<file path="src/rtl/pc_gen.sv">
// pc_gen: fetch PC generator, prioritised redirects, one-entry pending slot; redirect->pc_o in 1 cycle.
// Advances on !stall_i & pc_ready_i; stalled redirects wait in the slot. Option: PC_GEN_MISALIGN_CHK_EN.
module pc_gen #(
  parameter int                   XLEN        = 32,
  parameter logic [XLEN-1:0]      RESET_VEC   = 32'h0000_0000,
  parameter int                   FETCH_BYTES = 4,
  parameter int                   NUM_REDIR   = 4,
  parameter logic [NUM_REDIR-1:0] OVR_STALL   = 4'b0011
) (
  input  logic                      clk_i,
  input  logic                      rst_ni,
  input  logic                      stall_i,
  input  logic [NUM_REDIR-1:0]      redir_valid_i,
  input  logic [NUM_REDIR*XLEN-1:0] redir_addr_i,
  input  logic                      pc_ready_i,
  output logic [XLEN-1:0]           pc_o,
  output logic                      pc_valid_o,
  output logic                      redir_taken_o,
  output logic                      pend_o,
  output logic                      misalign_o,
  output logic [XLEN-1:0]           misalign_addr_o
);

  localparam int LSB = $clog2(FETCH_BYTES);
  localparam int IW  = (NUM_REDIR > 1) ? $clog2(NUM_REDIR) : 1;

  typedef enum logic [1:0] {BOOT, RUN, PEND} state_e;

  state_e          state_q;
  logic            pend_q;
  logic [IW-1:0]   pend_idx_q;
  logic [XLEN-1:0] pend_addr_q;

  logic            win_vld_raw;
  logic            win_vld;
  logic [IW-1:0]   win_idx;
  logic [XLEN-1:0] win_addr_raw;
  logic [XLEN-1:0] win_addr;
  logic            win_ovr;
  logic            win_bad;

  // Lowest index wins: scan from the top so lower indices overwrite.
  always_comb begin
    win_vld_raw  = 1'b0;
    win_idx      = '0;
    win_addr_raw = '0;
    for (int i = NUM_REDIR - 1; i >= 0; i--) begin
      if (redir_valid_i[i]) begin
        win_vld_raw  = 1'b1;
        win_idx      = IW'(i);
        win_addr_raw = redir_addr_i[i*XLEN +: XLEN];
      end
    end
    win_ovr = OVR_STALL[win_idx];
  end

`ifdef PC_GEN_MISALIGN_CHK_EN
  // A misaligned winner is rejected outright and the PC behaves as if no channel fired.
  assign win_bad  = win_vld_raw && (win_addr_raw[LSB-1:0] != '0);
  assign win_vld  = win_vld_raw && !win_bad;
  assign win_addr = win_addr_raw;
`else
  assign win_bad  = 1'b0;
  assign win_vld  = win_vld_raw;
  assign win_addr = win_addr_raw & ~XLEN'(FETCH_BYTES - 1);
  assign misalign_o      = 1'b0;
  assign misalign_addr_o = '0;
`endif

  logic apply_win, apply_pend, capture;

  // A non-override redirect only beats a buffered one of equal or higher priority.
  assign apply_win  = win_vld && (win_ovr || (!stall_i && (!pend_q || win_idx <= pend_idx_q)));
  assign apply_pend = !apply_win && pend_q && !stall_i;
  assign capture    = !apply_win && win_vld && stall_i && !win_ovr &&
                      (!pend_q || win_idx <= pend_idx_q);

  always_ff @(posedge clk_i or negedge rst_ni) begin
    if (!rst_ni) begin
      state_q       <= BOOT;
      pc_o          <= RESET_VEC;
      pc_valid_o    <= 1'b0;
      redir_taken_o <= 1'b0;
      pend_o        <= 1'b0;
      pend_q        <= 1'b0;
      pend_idx_q    <= '0;
      pend_addr_q   <= '0;
`ifdef PC_GEN_MISALIGN_CHK_EN
      misalign_o      <= 1'b0;
      misalign_addr_o <= '0;
`endif
    end else begin
      redir_taken_o <= 1'b0;
`ifdef PC_GEN_MISALIGN_CHK_EN
      misalign_o <= 1'b0;
`endif
      if (state_q == BOOT) begin
        state_q    <= RUN;
        pc_valid_o <= 1'b1;
        pc_o       <= RESET_VEC;
      end else begin
`ifdef PC_GEN_MISALIGN_CHK_EN
        if (win_bad) begin
          misalign_o      <= 1'b1;
          misalign_addr_o <= win_addr_raw;
        end
`endif
        if (apply_win || apply_pend) begin
          pc_o          <= apply_win ? win_addr : pend_addr_q;
          redir_taken_o <= 1'b1;
          pend_q        <= 1'b0;
          pend_o        <= 1'b0;
          state_q       <= RUN;
        end else if (capture) begin
          pend_q      <= 1'b1;
          pend_o      <= 1'b1;
          pend_idx_q  <= win_idx;
          pend_addr_q <= win_addr;
          state_q     <= PEND;
        end else if (!stall_i && pc_ready_i) begin
          pc_o <= pc_o + XLEN'(FETCH_BYTES);
        end
      end
    end
  end

endmodule

</file>
<file path="config.mk">
export PLATFORM = sky130hd
export DESIGN_NAME = pc_gen
export DESIGN_NICKNAME = d
export VERILOG_FILES = /design/src/rtl/pc_gen.sv
export SDC_FILE = /design/constraint.sdc
export NUM_CORES = 1
export LEC_CHECK = 0
export BUFFER_PORTS_ARGS = -buffer_cell sky130_fd_sc_hd__buf_2
export CORE_UTILIZATION = 36
export CTS_BUF_LIST = sky130_fd_sc_hd__clkbuf_8
export CTS_CLUSTER_SIZE = 8
export DETAILED_ROUTE_END_ITERATION = 12
export PLACE_DENSITY_LB_ADDON = 0.15
export SLEW_MARGIN = 25
export SYNTH_ARGS = -nofsm -noshare
export SYNTH_HDL_FRONTEND = slang
export SYNTH_SLANG_ARGS = --single-unit
</file>
<file path="constraint.sdc">
create_clock -name clk_i -period 3.05 [get_ports clk_i]
set_input_delay 0.61 -clock clk_i [delete_from_list [all_inputs] [get_ports clk_i]]
set_output_delay 0.61 -clock clk_i [all_outputs]
set_load 0.1 [all_outputs]
</file>
# Word-level counts from Yosys, hierarchy flattened
# Index checks and enable logic that the tools add are counted.
# W data, S select, Z words.
[classes]
add_sub_neg = 1
magnitude_cmp = 2
n_eq_ne = 1
mux = 26
bitwise = 2
reduce_logical = 23
[op_table]
columns = ["operator", "count"]
rows = [
  ["$mux W32", 9],
  ["$add A32 B3 Y32 const B", 1],
  ["$mux W2", 7],
  ["$logic_and A1 B1 Y1", 9],
  ["$mux W1", 9],
  ["$reduce_bool A3 Y1", 2],
  ["$logic_not A1 Y1", 4],
  ["$reduce_and A2 Y1", 2],
  ["$logic_or A1 B1 Y1", 3],
  ["$lt A2 B3 Y1 const B", 1],
  ["$ne A3 B1 Y1 const B", 1],
  ["$reduce_and A3 Y1", 1],
  ["$bmux W1 S2", 1],
  ["$le A2 B2 Y1", 1],
  ["$logic_not A2 Y1", 1],
  ["$not A1 Y1", 2],
  ["$reduce_bool A2 Y1", 1],
]
[totals]
ff_bits = 69
output_inout_bits = 68
elab_cells = 62

# Logic depth before layout (Yosys ltp)
[logic_depth]
depth_word = 17
ltp_mapped = 11
mapped_depth_nobuf = 8

# Least setup slack after synthesis
# Ideal clock, no wire load.
[synth_path]
kind = "input to register"
start = "in redir_valid_i[2]"
end = "reg pend_addr_q[15]"
arrival_ps = 2663
setup_slack_ps = 262
stages = 10
n_path_buf = 3
cell_sequence = "buf_2 nor2b_1 clkbuf_1 o21ai_0 ha_1 nand2_1 o211a_2 nor3_2 buf_2 mux2_2"
[synth_via]
elab_chain_cells = 14
word_cells_on_any_way = 27
cone_classes = "order compare (1); mux (11); bitwise (1); reduce/logical (14)"
[synth_lines]
columns = ["element", "line_no", "source"]
rows = [
  ["start, declared", "13", "input logic [NUM_REDIR-1:0] redir_valid_i,"],
  ["$mux W2 (3 in a row)", "48", "if (redir_valid_i[i]) begin"],
  ["$le A2 B2 Y1", "73, 76", ""],
  ["$logic_or A1 B1 Y1", "73, 76", ""],
  ["$logic_and A1 B1 Y1", "73", "assign apply_win = win_vld && (win_ovr || (!stall_i && (!pend_q || win_idx <= pend_idx_q)));"],
  ["$logic_or A1 B1 Y1", "73", ""],
  ["$logic_and A1 B1 Y1", "73", ""],
  ["$logic_not A1 Y1", "74, 75", ""],
  ["$logic_and A1 B1 Y1, on equally long branches (2 in a row)", "75, 74", ""],
  ["$logic_and A1 B1 Y1 / $logic_or A1 B1 Y1 (equally long branches)", "75, 108", ""],
  ["$logic_and A1 B1 Y1 / $not A1 Y1 (equally long branches)", "--", ""],
  ["$reduce_and A3 Y1 (no line)", "--", ""],
  ["end signal, assigned", "118", "pend_addr_q <= win_addr;"],
  ["end, declared", "32", "logic [XLEN-1:0] pend_addr_q;"],
]
# Several ways; a longest one is shown, not always the timed one. The select of a mux whose other input is x is not followed.
# A chain may end at the register's enable or synchronous reset.

# Final worst setup path
[layout_path]
start = "in redir_valid_i[1]"
end = "reg pc_o[13]"
[layout_via]
elab_chain_cells = 14
word_cells_on_any_way = 28
cone_classes = "order compare (1); eq/ne (1); mux (11); reduce/logical (15)"
[layout_lines]
columns = ["element", "line_no", "source"]
rows = [
  ["$mux W2 * (2 in a row)", "48", ""],
  ["net win_idx[1]", "36", "logic [IW-1:0] win_idx;"],
  ["$le A2 B2 Y1", "73, 76", ""],
  ["$logic_or A1 B1 Y1", "73, 76", ""],
  ["$logic_and A1 B1 Y1", "73", ""],
  ["$logic_or A1 B1 Y1", "73", ""],
  ["$logic_and A1 B1 Y1", "73", ""],
  ["$logic_not A1 Y1", "74, 75", ""],
  ["$logic_and A1 B1 Y1 (4 in a row)", "75", "assign capture = !apply_win && win_vld && stall_i && !win_ovr &&"],
  ["$ne A3 B1 Y1 (no line)", "--", ""],
  ["$reduce_and A2 Y1 (no line)", "--", ""],
  ["end signal, assigned", "109", "pc_o <= apply_win ? win_addr : pend_addr_q;"],
  ["end signal, assigned", "121", "pc_o <= pc_o + XLEN'(FETCH_BYTES);"],
  ["end, declared", "16", "output logic [XLEN-1:0] pc_o,"],
]
# The timed path passes the listed nets; every way through them passes the cells marked *. The select of a mux whose other input is x is not followed.

==> summary.txt <==
Yosys
  – Synth Cell Area: 4890 sq um
  – Post-synth cell types: 74
  – Share of synthesized flip-flops with an asynchronous set or reset: 100%
  – Compound-gate portion of the synthesized area: 31.9%
  – Register area share after synthesis: 34.3%
  – Mapped Cells: 575
  – Syn avg cell area: 8.51 sq um
  – Multiplexer share of the synthesized area: 3.30%
  – #FFs+latches synth: 67
  – EDFF count, synth: 0
  – Yosys warning count: 0
  – Top FF cell, synth: dfrtp_1
  – Simple-gate share of the synthesized area: 17.8%
  – Fraction of the mapped netlist area in adder cells: 0.767%
  – Largest family of logic cells by synthesized area: compound AO/OA/AOI/OAI gates
  – XOR/XNOR share of the synthesized area: 0%

Clocking
  – Longest Clk Path Bufs: 2
  – Clock transition at the registers of the reported paths: 0.08 ns
  – CTS resizes: 0
  – Cts bufs inserted: 9
  – CTS tree: yes
  – CTS sink cnt: 67
  – Number of setup buffers added after CTS: 0
  – Clock Latency Late Sink: 0.35 ns
  – Clock root buffer master: clkbuf_8
  – Hold_buf cts: 0
  – CTS H-Tree Depth: 3

Drt
  – DR pass1 iterations: 7
  – Drt wl/cell: 18.2 um
  – Final ANT Viol Nets: 0
  – Detail-routed via count per cell: 5.52
  – 1st-iter DRT viols: 278
  – Final wirelength: 16400 um
  – Residual DRC count: 0
  – Vias: 4994

Global route
  – Total Routing Usage GR: 23.8%
  – Pin count of the biggest net entering global routing: 68
  – First-pass GRT wire length: 26000 um
  – Vias in the first global route: 4758
  – Total congestion overflow: 0
  – Initial antenna violation count: 0

Timing
  – Max Fclk: 394 MHz
  – Setup TNS: 0 ns
  – Least-Margin Pin Slew: 0.702 ns
  – # setup viols final: 0
  – RSZ-0062 raised after global routing: false
  – Tmin final: 2.54 ns
  – Max_slew headroom: 52.8%
  – Max-slew violation count: 0
  – Hold Fails Final Rpt: 0
  – Worst clock skew: 0.0116 ns
  – Tcrit/Tclk final: 83.2%

Layout
  – Commonest non-fill, non-tap cell in the layout: buf_2
  – Post-route cell area: 5960 sq um
  – Syn-to-layout area delta: 21.8%
  – Share of layout cells above drive strength 1: 30.9%
  – Non-filler cells, final: 904
  – Ant diodes: 0
  – Fillers: 1372
  – Layout Nets: 862
  – Most frequent cells in the layout: buf_2, dfrtp_1, a21oi_1

Worst setup path
  – FF-to-FF Start: state_q[1]
  – Setup CP Type: input pin to flip-flop
  – Critical path required time: 3.33 ns
  – Setup crit end kind: flip-flop
  – Slowest-stage cell, CP: o21ai_0
  – Crit path launch type: input pin
  – Worst Path Buf+Inv: 2
  – Cell Chain, Critical Path: buf_2 > or2_2 > nor2_1 > ha_1 > nor2b_1 > o211a_2 > o21a_1 > buf_4 > o21ai_0 > o2bb2ai_1
  – CP delay by family, top: compound AO/OA/AOI/OAI gates
  – Worst path max stage delay: 0.34 ns
  – RR Endpoint: pc_o[29]
  – Worst-path maximum fanout: 8
  – R2r setup slk: 0.75 ns
  – CP arrival: 2.82 ns
  – Worst Reg-to-Reg Cells: 7

Die
  – Core area: 13200 sq um
  – Rows: 42
  – Die width: 119 um
  – Initial core utilization: 37.0%
  – Die Y: 119 um
  – Top Ports: 204
  – Die area: 14100 sq um

Worst hold path
  – HP Class: input pin to async pin

Power and ir drop
  – Power per Cell Area: 552 nW/um^2
  – P_leak: 2.73 nW
  – VDD IR max: 0.186 mV

Place
  – Placement Cell Area: 5770 sq um
  – Gpl congestion: 0.817
  – I/O Buffers: 160
  – HPWL Detailed: 12500 um
  – Placed cells: 888

Job
  – Max-Cap Viols: 0

Outcome
  – Status: complete, no violations
-- worst max-delay path by stage --
stage                                start               to  slack, ns  cells after the start
final                     redir_valid_i[1]         pc_o[13]       0.51                     10
after global placement    redir_valid_i[1]         pc_o[30]       0.21                     10
after floorplan           redir_valid_i[2]  pend_addr_q[15]       0.26                     10
after CTS                 redir_valid_i[1]         pc_o[30]       0.55                     10
after detailed placement  redir_valid_i[1]         pc_o[13]       0.18                     10
after global routing      redir_valid_i[1]         pc_o[13]       0.42                     10
-- worst reg2reg max path, delay by kind of cell, from the launching register on --
kind	cells	cell delay, ns
simple gates	2	0.74
compound gates	3	0.65
flops	1	0.41
buf+inv	2	0.44
-- layout make-up --
type / instances / area (sq um) / area share, %
timing repair buffer: 181 / 983 / 16.5
tap: 176 / 220 / 3.69
inverter: 32 / 120 / 2.01
sequential: 67 / 1680 / 28.1
clock inverter: 3 / 12.5 / 0.210
clock buffer: 13 / 179 / 3.00
multi-input combinational: 432 / 2770 / 46.5
-- registers in the layout, summed over array words and instances, names as in the netlist --
register       cells
pend_addr_q       30
state_q            2
pc_valid_o         1
pc_o              30
pend_q             1
redir_taken_o      1
pend_idx_q         2
-- power by group --
group / switching [mW] / internal, mW
clock network: 0.338 / 0.377
logic: 1.03 / 0.337
registers: 0.158 / 1.05
-- Yosys cell counts (3+ instances only) --
library cell / number / share of area, %
and3_1: 5 / 0.64
buf_2: 16 / 1.6
o32ai_1: 8 / 1.4
inv_1: 32 / 2.5
a21oi_1: 65 / 6.6
nand4_1: 6 / 0.77
nand2_1: 21 / 1.6
a221o_1: 20 / 4.1
nor2b_1: 10 / 1.3
a31oi_1: 7 / 0.89
a22o_1: 3 / 0.54
o21a_1: 4 / 0.61
buf_4: 38 / 5.8
and2_1: 9 / 1.2
mux2i_1: 6 / 1.2
nor3_1: 16 / 1.6
clkbuf_1: 21 / 1.6
o41ai_1: 5 / 0.89
nand3_1: 9 / 0.92
and4_1: 6 / 1.1
o31ai_1: 6 / 0.92
nor4_1: 4 / 0.51
nor2_1: 49 / 3.8
ha_1: 3 / 0.77
dfrtp_1: 67 / 34
a221oi_1: 9 / 1.6
a32o_1: 3 / 0.61
o21ai_0: 19 / 1.9
nand2b_1: 7 / 0.89
a41oi_1: 5 / 0.89
a22oi_1: 17 / 2.6
o211ai_1: 7 / 1.1
a211oi_1: 6 / 0.92
o22ai_1: 6 / 0.77
mux2_2: 9 / 2.1
nor3_2: 3 / 0.61
-- metrics by stage --
step	hold slack (ns)	power, mW	worst slack, ns	utilization (%)
finish	0.255	3.29	0.512	45.0
CTS	0.283	3.31	0.553	45.0
global placement	0.449	2.57	0.214	43.6
detailed placement	0.455	2.59	0.180	43.6
global route	0.287	3.45	0.417	45.0
floorplan	0.314	2.28	0.262	-
-- logic make-up after synthesis --
logic type               count (synthesis)
AO/OA/AOI/OAI                          218
AND/OR/NAND/NOR                        161
buffers and inverters                  110
flip-flops                              67
multiplexers                            15
adder cells (fa/ha/maj)                  3
other                                    1
-- metal layers --
metal	vias up	track usage, %	part of all wire [%]
met5	-	0	0
met4	0	9.49	2.5
met3	27	4.63	6.8
met2	208	36.4	45
met1	2358	32.8	46
li1	2401	-	-
(Power assumes the default switching activity.)
